File: src/rtl/fetch_stage_if.sv
// Fetch-stage bus bundle: instruction-memory request/response plus the
// decode-facing instruction port. master = fetch stage, slave = memory/decode.
interface fetch_stage_if #(
    parameter int unsigned INSTR_W = 16,
    parameter int unsigned ADDR_W  = 8,
    parameter int unsigned OPC_W   = 3
);
    logic               imem_req_valid;
    logic               imem_req_ready;
    logic [ADDR_W-1:0]  imem_req_addr;
    logic               imem_rsp_valid;
    logic [INSTR_W-1:0] imem_rsp_data;
    logic               instr_valid;
    logic               instr_ready;
    logic [INSTR_W-1:0] instr;
    logic [ADDR_W-1:0]  instr_pc;
    logic [OPC_W-1:0]   opcode;

    modport master (
        output imem_req_valid, imem_req_addr,
        input  imem_req_ready,
        input  imem_rsp_valid, imem_rsp_data,
        output instr_valid, instr, instr_pc, opcode,
        input  instr_ready
    );

    modport slave (
        input  imem_req_valid, imem_req_addr,
        output imem_req_ready,
        output imem_rsp_valid, imem_rsp_data,
        input  instr_valid, instr, instr_pc, opcode,
        output instr_ready
    );
endinterface

File: src/rtl/fetch_stage.sv
// Instruction fetch stage: owns the PC, issues one read at a time to imem and
// buffers returned words in a 2-entry queue presented to decode.
module fetch_stage #(
    parameter int unsigned       INSTR_W  = 16,
    parameter int unsigned       ADDR_W   = 8,
    parameter int unsigned       OPC_W    = 3,
    parameter logic [ADDR_W-1:0] RESET_PC = '0
) (
    input  logic              clk,
    input  logic              rst_n,
    input  logic              en,
    input  logic              redirect_valid,
    input  logic [ADDR_W-1:0] redirect_pc,
    fetch_stage_if.master     bus
);
    typedef enum logic [1:0] {StIdle, StReq, StWait, StDrop} state_e;

    state_e             state_q;
    logic [ADDR_W-1:0]  pc_q;
    logic               req_valid_q;
    logic [INSTR_W-1:0] data_q [2];
    logic [ADDR_W-1:0]  dpc_q  [2];
    logic               wr_ptr_q;
    logic               rd_ptr_q;
    logic [1:0]         count_q;

    logic       push;
    logic       pop;
    logic [1:0] count_d;
    logic       drop_next;

    always_comb begin
        push    = (state_q == StWait) && bus.imem_rsp_valid && !redirect_valid;
        pop     = (count_q != 2'd0) && bus.instr_ready;
        count_d = count_q + 2'(push) - 2'(pop);
        // A read stays outstanding across a redirect unless its data lands this cycle.
        drop_next = ((state_q == StWait || state_q == StDrop) && !bus.imem_rsp_valid) ||
                    ((state_q == StReq) && bus.imem_req_ready);
    end

    always_ff @(posedge clk or negedge rst_n) begin
        if (!rst_n) begin
            state_q     <= StIdle;
            pc_q        <= RESET_PC;
            req_valid_q <= 1'b0;
            wr_ptr_q    <= 1'b0;
            rd_ptr_q    <= 1'b0;
            count_q     <= 2'd0;
            for (int i = 0; i < 2; i++) begin
                data_q[i] <= '0;
                dpc_q[i]  <= '0;
            end
        end else if (redirect_valid) begin
            pc_q        <= redirect_pc;
            req_valid_q <= 1'b0;
            wr_ptr_q    <= 1'b0;
            rd_ptr_q    <= 1'b0;
            count_q     <= 2'd0;
            state_q     <= drop_next ? StDrop : StIdle;
        end else begin
            if (push) begin
                data_q[wr_ptr_q] <= bus.imem_rsp_data;
                dpc_q[wr_ptr_q]  <= pc_q;
                wr_ptr_q         <= ~wr_ptr_q;
            end
            if (pop) begin
                rd_ptr_q <= ~rd_ptr_q;
            end
            count_q <= count_d;

            unique case (state_q)
                StIdle: begin
                    if (en && count_q < 2'd2) begin
                        state_q     <= StReq;
                        req_valid_q <= 1'b1;
                    end
                end
                StReq: begin
                    if (bus.imem_req_ready) begin
                        state_q     <= StWait;
                        req_valid_q <= 1'b0;
                    end
                end
                StWait: begin
                    if (bus.imem_rsp_valid) begin
                        pc_q <= pc_q + ADDR_W'(1);
                        if (en && count_d < 2'd2) begin
                            state_q     <= StReq;
                            req_valid_q <= 1'b1;
                        end else begin
                            state_q <= StIdle;
                        end
                    end
                end
                StDrop: begin
                    if (bus.imem_rsp_valid) begin
                        if (en) begin
                            state_q     <= StReq;
                            req_valid_q <= 1'b1;
                        end else begin
                            state_q <= StIdle;
                        end
                    end
                end
                default: state_q <= StIdle;
            endcase
        end
    end

    assign bus.imem_req_valid = req_valid_q;
    assign bus.imem_req_addr  = pc_q;
    assign bus.instr_valid    = (count_q != 2'd0);
    assign bus.instr          = data_q[rd_ptr_q];
    assign bus.instr_pc       = dpc_q[rd_ptr_q];
    assign bus.opcode         = data_q[rd_ptr_q][INSTR_W-1 -: OPC_W];

    // Credit accounting must make a push into a full queue impossible.
    a_no_overflow: assert property (@(posedge clk) disable iff (!rst_n)
        !(push && count_q == 2'd2));

    a_rsp_expected: assert property (@(posedge clk) disable iff (!rst_n)
        !(bus.imem_rsp_valid && state_q != StWait && state_q != StDrop));
endmodule

File: src/flat_wrapper.sv
// flat-port wrapper written by rule: the top's interface ports become plain ports
module fetch_stage_flat 
#(
    parameter int unsigned       INSTR_W  = 16,
    parameter int unsigned       ADDR_W   = 8,
    parameter int unsigned       OPC_W    = 3,
    parameter logic [ADDR_W-1:0] RESET_PC = '0
)
  (clk, rst_n, en, redirect_valid, redirect_pc, bus_imem_req_valid, bus_imem_req_addr, bus_imem_req_ready, bus_imem_rsp_valid, bus_imem_rsp_data, bus_instr_valid, bus_instr, bus_instr_pc, bus_opcode, bus_instr_ready);
  fetch_stage_if #(.INSTR_W(INSTR_W), .ADDR_W(ADDR_W), .OPC_W(OPC_W)) bus_i ();
  input  logic clk;
  input  logic rst_n;
  input  logic en;
  input  logic redirect_valid;
  input  logic [ADDR_W-1:0] redirect_pc;
  output wire logic [$bits(bus_i.imem_req_valid)-1:0] bus_imem_req_valid;
  output wire logic [$bits(bus_i.imem_req_addr)-1:0] bus_imem_req_addr;
  input wire logic [$bits(bus_i.imem_req_ready)-1:0] bus_imem_req_ready;
  input wire logic [$bits(bus_i.imem_rsp_valid)-1:0] bus_imem_rsp_valid;
  input wire logic [$bits(bus_i.imem_rsp_data)-1:0] bus_imem_rsp_data;
  output wire logic [$bits(bus_i.instr_valid)-1:0] bus_instr_valid;
  output wire logic [$bits(bus_i.instr)-1:0] bus_instr;
  output wire logic [$bits(bus_i.instr_pc)-1:0] bus_instr_pc;
  output wire logic [$bits(bus_i.opcode)-1:0] bus_opcode;
  input wire logic [$bits(bus_i.instr_ready)-1:0] bus_instr_ready;
  assign bus_imem_req_valid = bus_i.imem_req_valid;
  assign bus_imem_req_addr = bus_i.imem_req_addr;
  assign bus_i.imem_req_ready = bus_imem_req_ready;
  assign bus_i.imem_rsp_valid = bus_imem_rsp_valid;
  assign bus_i.imem_rsp_data = bus_imem_rsp_data;
  assign bus_instr_valid = bus_i.instr_valid;
  assign bus_instr = bus_i.instr;
  assign bus_instr_pc = bus_i.instr_pc;
  assign bus_opcode = bus_i.opcode;
  assign bus_i.instr_ready = bus_instr_ready;
  fetch_stage #(.INSTR_W(INSTR_W), .ADDR_W(ADDR_W), .OPC_W(OPC_W), .RESET_PC(RESET_PC)) u_core (.clk(clk), .rst_n(rst_n), .en(en), .redirect_valid(redirect_valid), .redirect_pc(redirect_pc), .bus(bus_i));
endmodule
File: config.mk
export PLATFORM = sky130hd
export DESIGN_NAME = fetch_stage_flat
export DESIGN_NICKNAME = d
export VERILOG_FILES = /design/src/rtl/fetch_stage_if.sv /design/src/rtl/fetch_stage.sv /design/src/flat_wrapper.sv
export SDC_FILE = /design/constraint.sdc
export NUM_CORES = 1
export LEC_CHECK = 0
export BUFFER_PORTS_ARGS = -buffer_cell sky130_fd_sc_hd__buf_2
export CAP_MARGIN = 20
export CORE_ASPECT_RATIO = 1.1
export CORE_MARGIN = 2
export CORE_UTILIZATION = 30
export CTS_BUF_LIST = sky130_fd_sc_hd__clkbuf_16
export CTS_CLUSTER_DIAMETER = 80
export DETAILED_ROUTE_END_ITERATION = 8
export PLACE_DENSITY = 0.47
export SLEW_MARGIN = 20
export SYNTH_ARGS = -nofsm -noshare
export SYNTH_HDL_FRONTEND = slang
export SYNTH_SLANG_ARGS = --single-unit
export TNS_END_PERCENT = 20
File: constraint.sdc
create_clock -name clk -period 2.5 [get_ports clk]
set_clock_uncertainty 0.05 [all_clocks]
set_input_delay 0.375 -clock clk [delete_from_list [all_inputs] [get_ports clk]]
set_output_delay 0.375 -clock clk [all_outputs]
set_load 0.02 [all_outputs]
==> flow_summary.json <==
{
  "p_seq_frac": 0.346,
  "final_hold_viol_count": 0,
  "finalSetupViolCount": 0,
  "worst_pin_slew_ns": 0.7175,
  "rrSetupSlack_ns": 0.14,
  "rr_endpoint": "u_core.bus.imem_req_valid$_DFFE_PN0P_",
  "cts-buffers-inserted": 9,
  "total_power_uw": 4638,
  "power_frac_comb": 0.381,
  "intPower_uw": 3099,
  "clkTransAtPathRegs_ns": 0.05,
  "start_util": 0.3060,
  "reg2reg_depth": 9,
  "numPortBuffers": 67,
  "clock.fmax_ghz": 0.4236,
  "yosysWarnings": 0,
  "dieWidth_um": 99.29,
  "setup-tns-final_ns": 0,
  "drc": 0,
  "cts_hold_buf": 0,
  "cts_max_level": 3,
  "cp.arrival_ns": 2.52,
  "nets": 321,
  "cap_violations": 0,
  "vias": 1903,
  "grt_max_degree": 36,
  "routed_wl_um": 6248,
  "met3_wirelength_um": 336,
  "power_switching_uw": 1539,
  "dr_wl_met2_um": 2890,
  "synth.cell_area_um2": 2997,
  "area_growth_pct": 25.43,
  "power.leakage_uw": 0.001816,
  "maxUsedRoutingLayer": "met4",
  "pwr-share-clk": 0.273,
  "ios": 68,
  "criticalPathCategory": "reg2reg",
  "numClockSinks": 63,
  "viasPerCell": 4.619,
  "timing.rr.start": "u_core.count_q[0]$_DFF_PN0_",
  "rsz0062_at_grt": "no",
  "dieArea_um2": 10800,
  "antenna_found_initial": 0,
  "clock_path_buffers": 2,
  "critPathLaunchType": "flip-flop",
  "syn-num-nets": 253,
  "first_pass_iters": 4,
  "status": "completed",
  "synth_seq_cells": 63,
  "place_area_um2": 3433,
  "hold_ws_ns": 0.04101,
  "grt_overflow_total": 0,
  "cts_resized": 0,
  "fin_crit_ns": 2.361,
  "synth_common_cells": "mux2_2 (67), dfrtp_1 (63), nand2_1 (12)",
  "clockRootBuffer": "clkbuf_16",
  "ir_drop_mv": 0.3059,
  "track_usage": 0.1242,
  "first_global_vias": 1982,
  "post_cts_buffers": 0,
  "synth-main-ff-cell": "dfrtp_1",
  "p_sw_frac": 0.3318,
  "grt_pass1_wl_um": 10210,
  "syn_area_per_cell_um2": 13.68,
  "relSlewSlack": 0.5199,
  "drt-met1-wl_um": 2935,
  "synth_top_area_frac": 0.5261,
  "syn_inst": 219,
  "synth_seq_area_share": 0.5261,
  "clock_latency_ns": 0.32,
  "wl_per_cell_um": 15.17,
  "n_antenna_cell": 0,
  "netlist_top_cells_area": "dfrtp_1 (53%), mux2_2 (25%), mux2_1 (1.9%), nand2_1 (1.5%), buf_4 (1.3%)",
  "ant_nets": 0,
  "cts_tree": "built",
  "stdcell_area_um2": 3759,
  "yosysTopAreaCell": "dfrtp_1",
  "die_y_um": 108.8,
  "synth_most_common_cell": "mux2_2",
  "layout-drive-gt1-share": 0.5582,
  "routabilityCongestion": 0.6876,
  "p_per_area_nw_per_um2": 1234,
  "endpoint_kind": "flip-flop",
  "synth_enable_flop_cells": 0,
  "synthDistinctLibCells": 44,
  "rows": 38,
  "period_share": 0.9443,
  "drt-initial-drc-count": 50,
  "dp_hpwl_um": 4134,
  "synthArstFlopShare": 1.000,
  "worstPathRequired_ns": 2.66,
  "final_util": 0.3838,
  "cp_max_fo": 2,
  "core_um2": 9794,
  "holdCritPathClass": "in2async",
  "drv_slew": 0
}
flip-flops by register name, indices dropped and copies added (netlist names):
name / cells
u_core.rd_ptr_q: 1
u_core.bus.imem_req_valid: 1
u_core.dpc_q: 16
u_core.state_q: 2
u_core.bus.imem_req_addr: 8
u_core.data_q: 32
u_core.count_q: 2
u_core.wr_ptr_q: 1
worst max path at each step:
stage	from	to	slack, ns	cells past startpoint
floorplan	u_core.count_q[0]$_DFF_PN0_	u_core.bus.imem_req_valid$_DFFE_PN0P_	0.12	9
global placement	u_core.count_q[0]$_DFF_PN0_	u_core.bus.imem_req_valid$_DFFE_PN0P_	0.15	9
detailed placement	u_core.count_q[1]$_DFF_PN0_	u_core.bus.imem_req_valid$_DFFE_PN0P_	0.1	9
CTS	u_core.count_q[1]$_DFF_PN0_	u_core.bus.imem_req_valid$_DFFE_PN0P_	0.09	9
global route	u_core.count_q[0]$_DFF_PN0_	u_core.bus.imem_req_valid$_DFFE_PN0P_	0.06	9
finish	u_core.count_q[0]$_DFF_PN0_	u_core.bus.imem_req_valid$_DFFE_PN0P_	0.14	9
cells in the final DEF (no fill, tap or decap), drive strengths merged, types with 4 or more instances in the layout:
cell / netlist / final
clkinv: 0 / 4
inv: 3 / 4
clkbuf: 3 / 9
buf: 11 / 71
nor2: 8 / 8
dfrtp: 63 / 63
nand2: 13 / 13
xnor2: 4 / 4
mux2: 73 / 73
o21ai: 6 / 6
metal layers:
| layer | vias up | track usage |
|---|---|---|
| met4 | 0 | 0.04990 |
| li1 | 911 | - |
| met2 | 50 | 0.1921 |
| met5 | - | 0 |
| met1 | 934 | 0.1644 |
| met3 | 8 | 0.03590 |
metrics by stage:
stage / setup WS (ns) / instances
floorplan: 0.1236 / 219
global placement: 0.1529 / 396
CTS: 0.09332 / 412
finish: 0.1394 / 412
detailed placement: 0.09960 / 396
global route: 0.05567 / 412
critical path, cell delays in order (launching register included):
cell,delay [ns]
dfrtp_1,0.38
or2_4,0.25
and2_4,0.17
ha_4,0.25
inv_1,0.03
ha_2,0.16
xnor3_2,0.26
nor4b_4,0.33
nor3_2,0.09
mux2_4,0.29
cells by family after synthesis:
group | synth area share
fa+ha+maj | 0.01253
simple gates | 0.08477
compound gates | 0.03883
flops | 0.5261
xor+xnor | 0.02797
buf+inv | 0.03424
mux | 0.2756
power groups by stage:
stage	logic [µW]	registers [µW]	clock network, µW
after global routing	1920	1650	1360
after CTS	1770	1610	1310
after floorplan	1320	1580	0
after detailed placement	1770	1620	0
after global placement	1760	1610	0
final	1770	1600	1270
cell type report:
cell class              instances  area, µm²
clock buffers                   9      225.2
clock inverters                 7      78.83
fillers                       979       6036
inverters                       3      11.26
multi-input cells             139       1339
flip-flops and latches         63       1577
well taps                     120      150.1
repair buffers                 71      377.9
Power figures use the tool's default switching activity.
